## src/rtl/pipelined_bit_reducer_pkg.sv

```systemverilog
// Shared definitions for the pipelined bit reducer: operator encodings and
// the per-slice reduction helpers used by every pipeline stage.
package pipelined_bit_reducer_pkg;

   localparam logic [1:0] MODE_AND  = 2'b00;
   localparam logic [1:0] MODE_OR   = 2'b01;
   localparam logic [1:0] MODE_XOR  = 2'b10;
   localparam logic [1:0] MODE_NAND = 2'b11;

   // Widest slice a single stage may reduce; callers fill unused bits with
   // the operator identity so they do not disturb the result.
   localparam int SLICE_MAX = 64;

   // Neutral element of the core operator (AND family -> 1, OR/XOR -> 0).
   function automatic logic identity_of(input logic [1:0] mode);
      return (mode == MODE_AND) || (mode == MODE_NAND);
   endfunction

   // Fold one identity-padded slice into the running accumulator.
   // NAND uses the AND core; its inversion is applied once at the output.
   function automatic logic slice_reduce(input logic                 acc,
                                         input logic [SLICE_MAX-1:0] slice,
                                         input logic [1:0]           mode);
      logic r;
      case (mode)
         MODE_OR:  r = acc | (|slice);
         MODE_XOR: r = acc ^ (^slice);
         default:  r = acc & (&slice);
      endcase
      return r;
   endfunction

   function automatic int stages_of(input int n, input int k);
      return (n + k - 1) / k;
   endfunction

endpackage

```

## src/rtl/pipelined_bit_reducer_reduce_stage.sv

```systemverilog
// One register stage of the reducer: folds slice IDX of the (padded) word
// into the accumulator and holds everything while downstream stalls.
module reduce_stage
   import pipelined_bit_reducer_pkg::*;
#(
   parameter int NP    = 16,
   parameter int K     = 4,
   parameter int TAG_W = 4,
   parameter int IDX   = 0
) (
   input  logic             clk,
   input  logic             rst_n,
   input  logic             up_valid,
   output logic             up_ready,
   input  logic [1:0]       up_mode,
   input  logic [TAG_W-1:0] up_tag,
   input  logic             up_acc,
   input  logic [NP-1:0]    up_data,
   input  logic             dn_ready,
   output logic             valid,
   output logic [1:0]       mode,
   output logic [TAG_W-1:0] tag,
   output logic             acc,
   output logic [NP-1:0]    data
);

   logic [SLICE_MAX-1:0] slice_w;
   logic                 next_acc;

   // An empty stage always accepts, so bubbles collapse toward the output.
   assign up_ready = !valid || dn_ready;

   // Widen this stage's slice with identity bits and fold it into acc.
   always_comb begin
      slice_w          = {SLICE_MAX{identity_of(up_mode)}};
      slice_w[K-1:0]   = up_data[IDX*K +: K];
      next_acc         = slice_reduce(up_acc, slice_w, up_mode);
   end

   // Stage register: load on advance, otherwise hold contents stable.
   always_ff @(posedge clk or negedge rst_n) begin
      if (!rst_n) begin
         valid <= 1'b0;
         mode  <= 2'b00;
         tag   <= '0;
         acc   <= 1'b0;
         data  <= '0;
      end else if (up_ready) begin
         valid <= up_valid;
         if (up_valid) begin
            mode <= up_mode;
            tag  <= up_tag;
            acc  <= next_acc;
            data <= up_data;
         end
      end
   end

endmodule

```

## src/rtl/pipelined_bit_reducer.sv

```systemverilog
// Pipelined N-bit to 1-bit reducer (AND/OR/XOR/NAND) with valid/ready
// handshake and sideband tag. This level only chains the stages, pads the
// top slice and applies the final NAND inversion.
module pipelined_bit_reducer
   import pipelined_bit_reducer_pkg::*;
#(
   parameter int N     = 16,
   parameter int K     = 4,
   parameter int TAG_W = 4
) (
   input  logic             clk,
   input  logic             rst_n,
   input  logic             in_valid,
   output logic             in_ready,
   input  logic [N-1:0]     in_data,
   input  logic [1:0]       in_mode,
   input  logic [TAG_W-1:0] in_tag,
   output logic             out_valid,
   input  logic             out_ready,
   output logic             out_bit,
   output logic [TAG_W-1:0] out_tag,
   output logic             busy
);

   localparam int STAGES = stages_of(N, K);
   localparam int NP     = STAGES * K;

   logic [STAGES:0]  v_c;
   logic [STAGES:0]  r_c;
   logic [STAGES:0]  a_c;
   logic [1:0]       m_c [STAGES+1];
   logic [TAG_W-1:0] t_c [STAGES+1];
   logic [NP-1:0]    d_c [STAGES+1];
   logic             unused_data;

   assign v_c[0] = in_valid;
   assign m_c[0] = in_mode;
   assign t_c[0] = in_tag;
   assign a_c[0] = identity_of(in_mode);

   // Fill the top slice with the identity so padding never changes the result.
   if (NP > N) begin : g_pad
      assign d_c[0] = {{(NP-N){a_c[0]}}, in_data};
   end else begin : g_nopad
      assign d_c[0] = in_data;
   end

   for (genvar s = 0; s < STAGES; s++) begin : g_stage
      reduce_stage #(
         .NP    (NP),
         .K     (K),
         .TAG_W (TAG_W),
         .IDX   (s)
      ) u_stage (
         .clk      (clk),
         .rst_n    (rst_n),
         .up_valid (v_c[s]),
         .up_ready (r_c[s]),
         .up_mode  (m_c[s]),
         .up_tag   (t_c[s]),
         .up_acc   (a_c[s]),
         .up_data  (d_c[s]),
         .dn_ready (r_c[s+1]),
         .valid    (v_c[s+1]),
         .mode     (m_c[s+1]),
         .tag      (t_c[s+1]),
         .acc      (a_c[s+1]),
         .data     (d_c[s+1])
      );
   end

   assign r_c[STAGES] = out_ready;
   assign in_ready    = r_c[0];
   assign out_valid   = v_c[STAGES];
   assign out_tag     = t_c[STAGES];
   assign busy        = |v_c[STAGES:1];
   assign out_bit     = (m_c[STAGES] == MODE_NAND) ? ~a_c[STAGES] : a_c[STAGES];

   // The last stage's word copy has no consumer.
   assign unused_data = ^d_c[STAGES];

endmodule

```

## config.mk

```make
export PLATFORM = sky130hd
export DESIGN_NAME = pipelined_bit_reducer
export DESIGN_NICKNAME = d
export VERILOG_FILES = /design/src/rtl/pipelined_bit_reducer_pkg.sv /design/src/rtl/pipelined_bit_reducer_reduce_stage.sv /design/src/rtl/pipelined_bit_reducer.sv
export SDC_FILE = /design/constraint.sdc
export NUM_CORES = 1
export LEC_CHECK = 0
export ABC_AREA = 1
export CAP_MARGIN = 5
export CORE_UTILIZATION = 55
export CTS_CLUSTER_DIAMETER = 150
export CTS_CLUSTER_SIZE = 20
export DETAILED_ROUTE_END_ITERATION = 7
export PLACE_DENSITY = 0.79
export RECOVER_POWER = 50
export SLEW_MARGIN = 20
export SYNTH_ARGS = -nofsm -noshare
export SYNTH_HDL_FRONTEND = slang
export SYNTH_SLANG_ARGS = --single-unit
```

## constraint.sdc

```tcl
create_clock -name clk -period 4.1 [get_ports clk]
set_input_delay 1.23 -clock clk [delete_from_list [all_inputs] [get_ports clk]]
set_output_delay 1.23 -clock clk [all_outputs]
set_load 0.02 [all_outputs]
```

## Word level (Yosys, flattened, before mapping)

Cells that the tools add are included.

| storage, ports and cells | value |
|---|---|
| logic and storage cells | 83 |
| bits of input ports | 26 |
| bits in registers | 80 |

| cells by class | value |
|---|---|
| multiplexer cells | 5 |
| bitwise operators | 13 |
| reductions and logical operators | 33 |
| equal/unequal tests | 13 |

Operators by type and width:

| kind | count |
|---|---|
| 64-bit parity | 4 |
| 5-bit AND reduction | 4 |
| 5-bit OR reduction | 4 |
| 2-bit equality test (second input constant) | 9 |
| 2-bit by 1-bit equality test with 1-bit output (second input constant) | 4 |
| 2-bit zero test | 4 |
| 1-bit logical OR | 8 |
| 1-bit one-hot mux with 2 select lines | 4 |
| 2-bit AND reduction | 4 |
| 1-bit AND | 4 |
| 1-bit zero test | 4 |
| 1-bit bitwise OR | 4 |
| 4-bit OR reduction | 1 |
| 1-bit bitwise XOR | 4 |
| 1-bit two-way mux | 1 |
| 1-bit NOT | 1 |

## Depth between registers and ports, before layout

| logic depth | value |
|---|---|
| depth after elaboration | 6 |
| mapped depth | 10 |
| gate-level depth less buffers | 10 |

## By module

From an unflattened synthesis, not the netlist that was laid out.

| second synthesis, totals | value |
|---|---|
| cell total of the unflattened synthesis | 365 |
| area, all modules | 4514.3 µm² |

By module, submodules not included:

| module | area an instance (µm²) | cells each | times used |
|---|---|---|---|
| reduce_stage | 1116.1 | 88 | 4 |
| pipelined_bit_reducer | 50.0 | 13 | 1 |

## Worst setup path after synthesis

No wires, ideal clock.

| timing path | value |
|---|---|
| path type | input to output |
| start point | in out_ready |
| end point | out in_ready |
| arrival time | 1779 ps |
| path buffers | 1 |
| setup slack | 1091 ps |
| data required time | 2870 ps |
| cell stages on the path | 4 |
| path through | inv_1 nand4_1 or2_1 buf_6 |

| between the ends | value |
|---|---|
| word-level cells in the longest chain between the ends | 4 |

Ends and longest elaborated chain:

| what | RTL line | source |
|---|---|---|
| start, declared | pipelined_bit_reducer.sv:19 | `input logic out_ready,` |
| 1-bit logical OR (4 in series) | pipelined_bit_reducer_reduce_stage.sv:31 | `assign up_ready = !valid \|\| dn_ready;` |
| end, declared | pipelined_bit_reducer.sv:14 | `output logic in_ready,` |

Every way passes these cells.

## Worst setup path after layout

Same ends and word-level chain as after synthesis.

==> summary.txt <==
fin. max-slew vios = 39
Leak = 1.59 nW
fraction of the yosys area taken by sequential cells = 51.3%
Die H = 72.5 µm
number of buffers on the longest clock path = 2
worst hold path cell count = 2
hold buffer count at CTS = 0
library cell contributing the largest single delay on the critical path = sky130_fd_sc_hd__clkdlybuf4s50_1
number of warnings issued by yosys = 0
highest ir drop seen on vdd = 225 µV
cell depth of the worst flop-to-flop path = 6
fraction of power spent switching nets = 33.3%
count of state elements after synthesis = 56
insertion delay to the later sink of the worst-skew pair = 0.29 ns
Hold Violations, Final = 0
Top cell by count, worst path = sky130_fd_sc_hd__clkdlybuf4s50_1
GR Util All Layers = 20.5%
CP delay by family, top = buffers and inverters
via count of the first global-routing pass = 1971
final layout net count = 377
final routed wirelength across all metal layers = 4430 µm
Placer Congestion = 0.785
clock net sink count = 56
count of routing violations after the opening detailed-route iteration = 114
final cycle utilization of the critical path = 96.7%
remaining antenna violation count after routing = 0
CP Capture Type = primary output
r2r startpoint = g_stage[3].u_stage.valid$_DFFE_PN0P_
worst path buffer plus inverter count = 3
area of the mapped netlist = 2730 µm²
violated checks = max-capacitance violations, max-slew violations
clock buffer count from CTS = 5
category of the most critical setup path = primary input to primary output
worst endpoint required time = 2.87 ns
synthesized instance count = 294
DRC Markers = 0
wire length of the first global-routing pass = 8310 µm
effective utilization at floorplan = 57.5%
chain of cells forming the critical path = clkdlybuf4s50_1, inv_1, nand4_1, or2_1, clkdlybuf4s50_1
HPWL Detailed = 3460 µm
global route total overflow = 0
largest cells by area after synthesis = sky130_fd_sc_hd__dfrtp_1, sky130_fd_sc_hd__ha_1, sky130_fd_sc_hd__nand2_1
transition time at the pin with the least slew margin = 1.94 ns
Wirelength per Cell = 11.2 µm
# Post-CTS Setup Buffers = 0
aggregate negative setup slack = 0 ns
tightest slew margin relative to the limit = -29.1%
clock-pin slew on the worst setup and hold paths = 0.09 ns
number of H-tree levels = 2
number of cells on the critical path = 5
antenna violations before repair = 0
timing-limited maximum frequency = 0.252 GHz
Synth cell types = 20
Sequential Power Share = 49.0%
post-synth top area cell = sky130_fd_sc_hd__dfrtp_1
fraction of power consumed by combinational cells = 32.7%
non-filler instance count after layout = 395
relative contribution of the clock network to total power = 18.4%
clock root buffer = sky130_fd_sc_hd__clkbuf_8
switching power of the nets = 537 µW
final antenna diode count = 0
most frequent standard cell in the layout excluding fill and tap cells = sky130_fd_sc_hd__nand2_1
min-delay src = g_stage[0].u_stage.tag[0]$_DFFE_PN0P_
worst endpoint data arrival time = 2.73 ns
total vias in the final route = 1958
cell row count = 25
most frequent cells in the layout = sky130_fd_sc_hd__nand2_1, sky130_fd_sc_hd__dfrtp_1, sky130_fd_sc_hd__inv_1, sky130_fd_sc_hd__clkdlybuf4s50_1, sky130_fd_sc_hd__o21ai_0
port bufs = 33
net count after synthesis = 344
fraction of layout instances using a drive strength above 1 = 6.10%
category of the worst setup path launch point = primary input
largest driver fanout on the critical path = 5
total I/O pin count = 34
setup repair after global routing missed its margin = no
die boundary width = 72.5 µm
type of the worst min-delay path = register to register
worst clock skew on the final layout = 0.00716 ns
count of TritonRoute iterations in the first routing pass = 4
power per standard cell area = 509 nW/µm²
post-cts resize count = 0
max incr delay on CP = 0.57 ns
run status = finished, violations left
Synth-to-Final Area Change = 15.8%
area of the core = 4750 µm²
CTS tree = built
average vias per placed instance = 4.96
post-synthesis average cell area = 9.29 µm²
Cell Int Power = 1.08 mW
max cap viols = 1
Placed Cells incl. Taps = 387
die area = 5250 µm²
fin crit period = 3.96 ns
final number of setup-violating endpoints = 0
maximum number of pins on one net before global-route repair = 39
Critical Path Source = out_ready
share of the synthesized area in the top cell type = 51.3%
## cells by family (layout without fill, tap and decap cells)
kind of cell | after synthesis | after routing | synth area share (%)
buffers and inverters | 53 | 87 | 8.84
adder cells (fa/ha/maj) | 24 | 24 | 11.0
AND/OR/NAND/NOR | 104 | 104 | 15.9
AO/OA/AOI/OAI | 49 | 49 | 9.94
XOR/XNOR | 3 | 3 | 0.962
flip-flops | 56 | 56 | 51.3
multiplexers | 5 | 5 | 2.06
## power by group through the flow
stage                     clock network (mW)  logic (mW)  registers [mW]
after floorplan                            0       0.344           0.808
after global placement                     0       0.504           0.794
after detailed placement                   0       0.534           0.802
after CTS                              0.304       0.537           0.791
after global routing                   0.323       0.607           0.810
final                                  0.296       0.527           0.789
## area by class of cell
| type | count | area (µm²) |
|---|---|---|
| Tap cell | 67 | 83.8 |
| Sequential cell | 56 | 1400 |
| Clock buffer | 8 | 90.1 |
| Timing Repair Buffer | 36 | 339 |
| Fill cell | 430 | 1590 |
| Multi-Input combinational cell | 185 | 1090 |
| Inverter | 43 | 161 |
## worst reg2reg max path: cells and delay by family, from the launching register on
| kind | cells | cell delay, ns |
|---|---|---|
| buffers and inverters | 2 | 0.88 |
| flip-flops | 1 | 0.43 |
| AND/OR/NAND/NOR | 3 | 0.40 |
| AO/OA/AOI/OAI | 1 | 0.09 |
## cells in the mapped netlist
| library cell | instances |
|---|---|
| sky130_fd_sc_hd__nand2_1 | 65 |
| sky130_fd_sc_hd__dfrtp_1 | 56 |
| sky130_fd_sc_hd__inv_1 | 43 |
| sky130_fd_sc_hd__o21ai_0 | 28 |
| sky130_fd_sc_hd__ha_1 | 24 |
| sky130_fd_sc_hd__nor2_1 | 21 |
| sky130_fd_sc_hd__a21oi_1 | 14 |
| sky130_fd_sc_hd__nand3_1 | 13 |
| sky130_fd_sc_hd__a21oi_2 | 7 |
| sky130_fd_sc_hd__mux2_2 | 5 |
| sky130_fd_sc_hd__buf_2 | 3 |
| sky130_fd_sc_hd__buf_6 | 3 |
| sky130_fd_sc_hd__clkbuf_1 | 3 |
| sky130_fd_sc_hd__nand3b_1 | 2 |
| sky130_fd_sc_hd__xor2_1 | 2 |
| sky130_fd_sc_hd__buf_12 | 1 |
| sky130_fd_sc_hd__nand2_8 | 1 |
| sky130_fd_sc_hd__nand4_1 | 1 |
| sky130_fd_sc_hd__or2_1 | 1 |
| sky130_fd_sc_hd__xnor2_1 | 1 |
## through the flow
| stage | hold slack [ns] | setup slack, ns | utilization [%] | total power [mW] | area, µm² |
|---|---|---|---|---|---|
| finish | 0.480 | 0.137 | 66.6 | 1.61 | 3170 |
| floorplan | 0.442 | 1.09 | - | 1.15 | 2730 |
| detailed placement | 0.461 | 0.124 | 64.9 | 1.34 | 3080 |
| global placement | 0.455 | 0.141 | 64.9 | 1.30 | 3080 |
| CTS | 0.483 | 0.120 | 66.8 | 1.63 | 3170 |
| global route | 0.501 | 0.0268 | 66.6 | 1.74 | 3170 |
## state kept, by name, indices dropped and copies added, names as in the netlist
name and flops:
g_stage.u_stage.acc 4, g_stage.u_stage.mode 8, g_stage.u_stage.valid 4, g_stage.u_stage.tag 16, g_stage.u_stage.data 24
## metal layers
metal	GRT usage (%)	vias up	wire, µm
li1	-	991	-
met1	24.4	922	1890
met2	37.1	36	2340
met3	3.33	9	129
met4	7.63	0	74
met5	0	-	0
## worst paths after layout
path | to | slack [ns]
min in group asynchronous | g_stage[3].u_stage.tag[3]$_DFFE_PN0P_ | 1.46
min reg2reg | g_stage[0].u_stage.tag[0]$_DFFE_PN0P_ | 0.48
max in group asynchronous | g_stage[0].u_stage.data[5]$_DFFE_PN0P_ | 0.97
min | g_stage[0].u_stage.tag[0]$_DFFE_PN0P_ | 0.48
max | in_ready | 0.14
max reg2reg | g_stage[1].u_stage.data[10]$_DFFE_PN0P_ | 2.19
No activity file was read; power rests on OpenSTA's default activity.
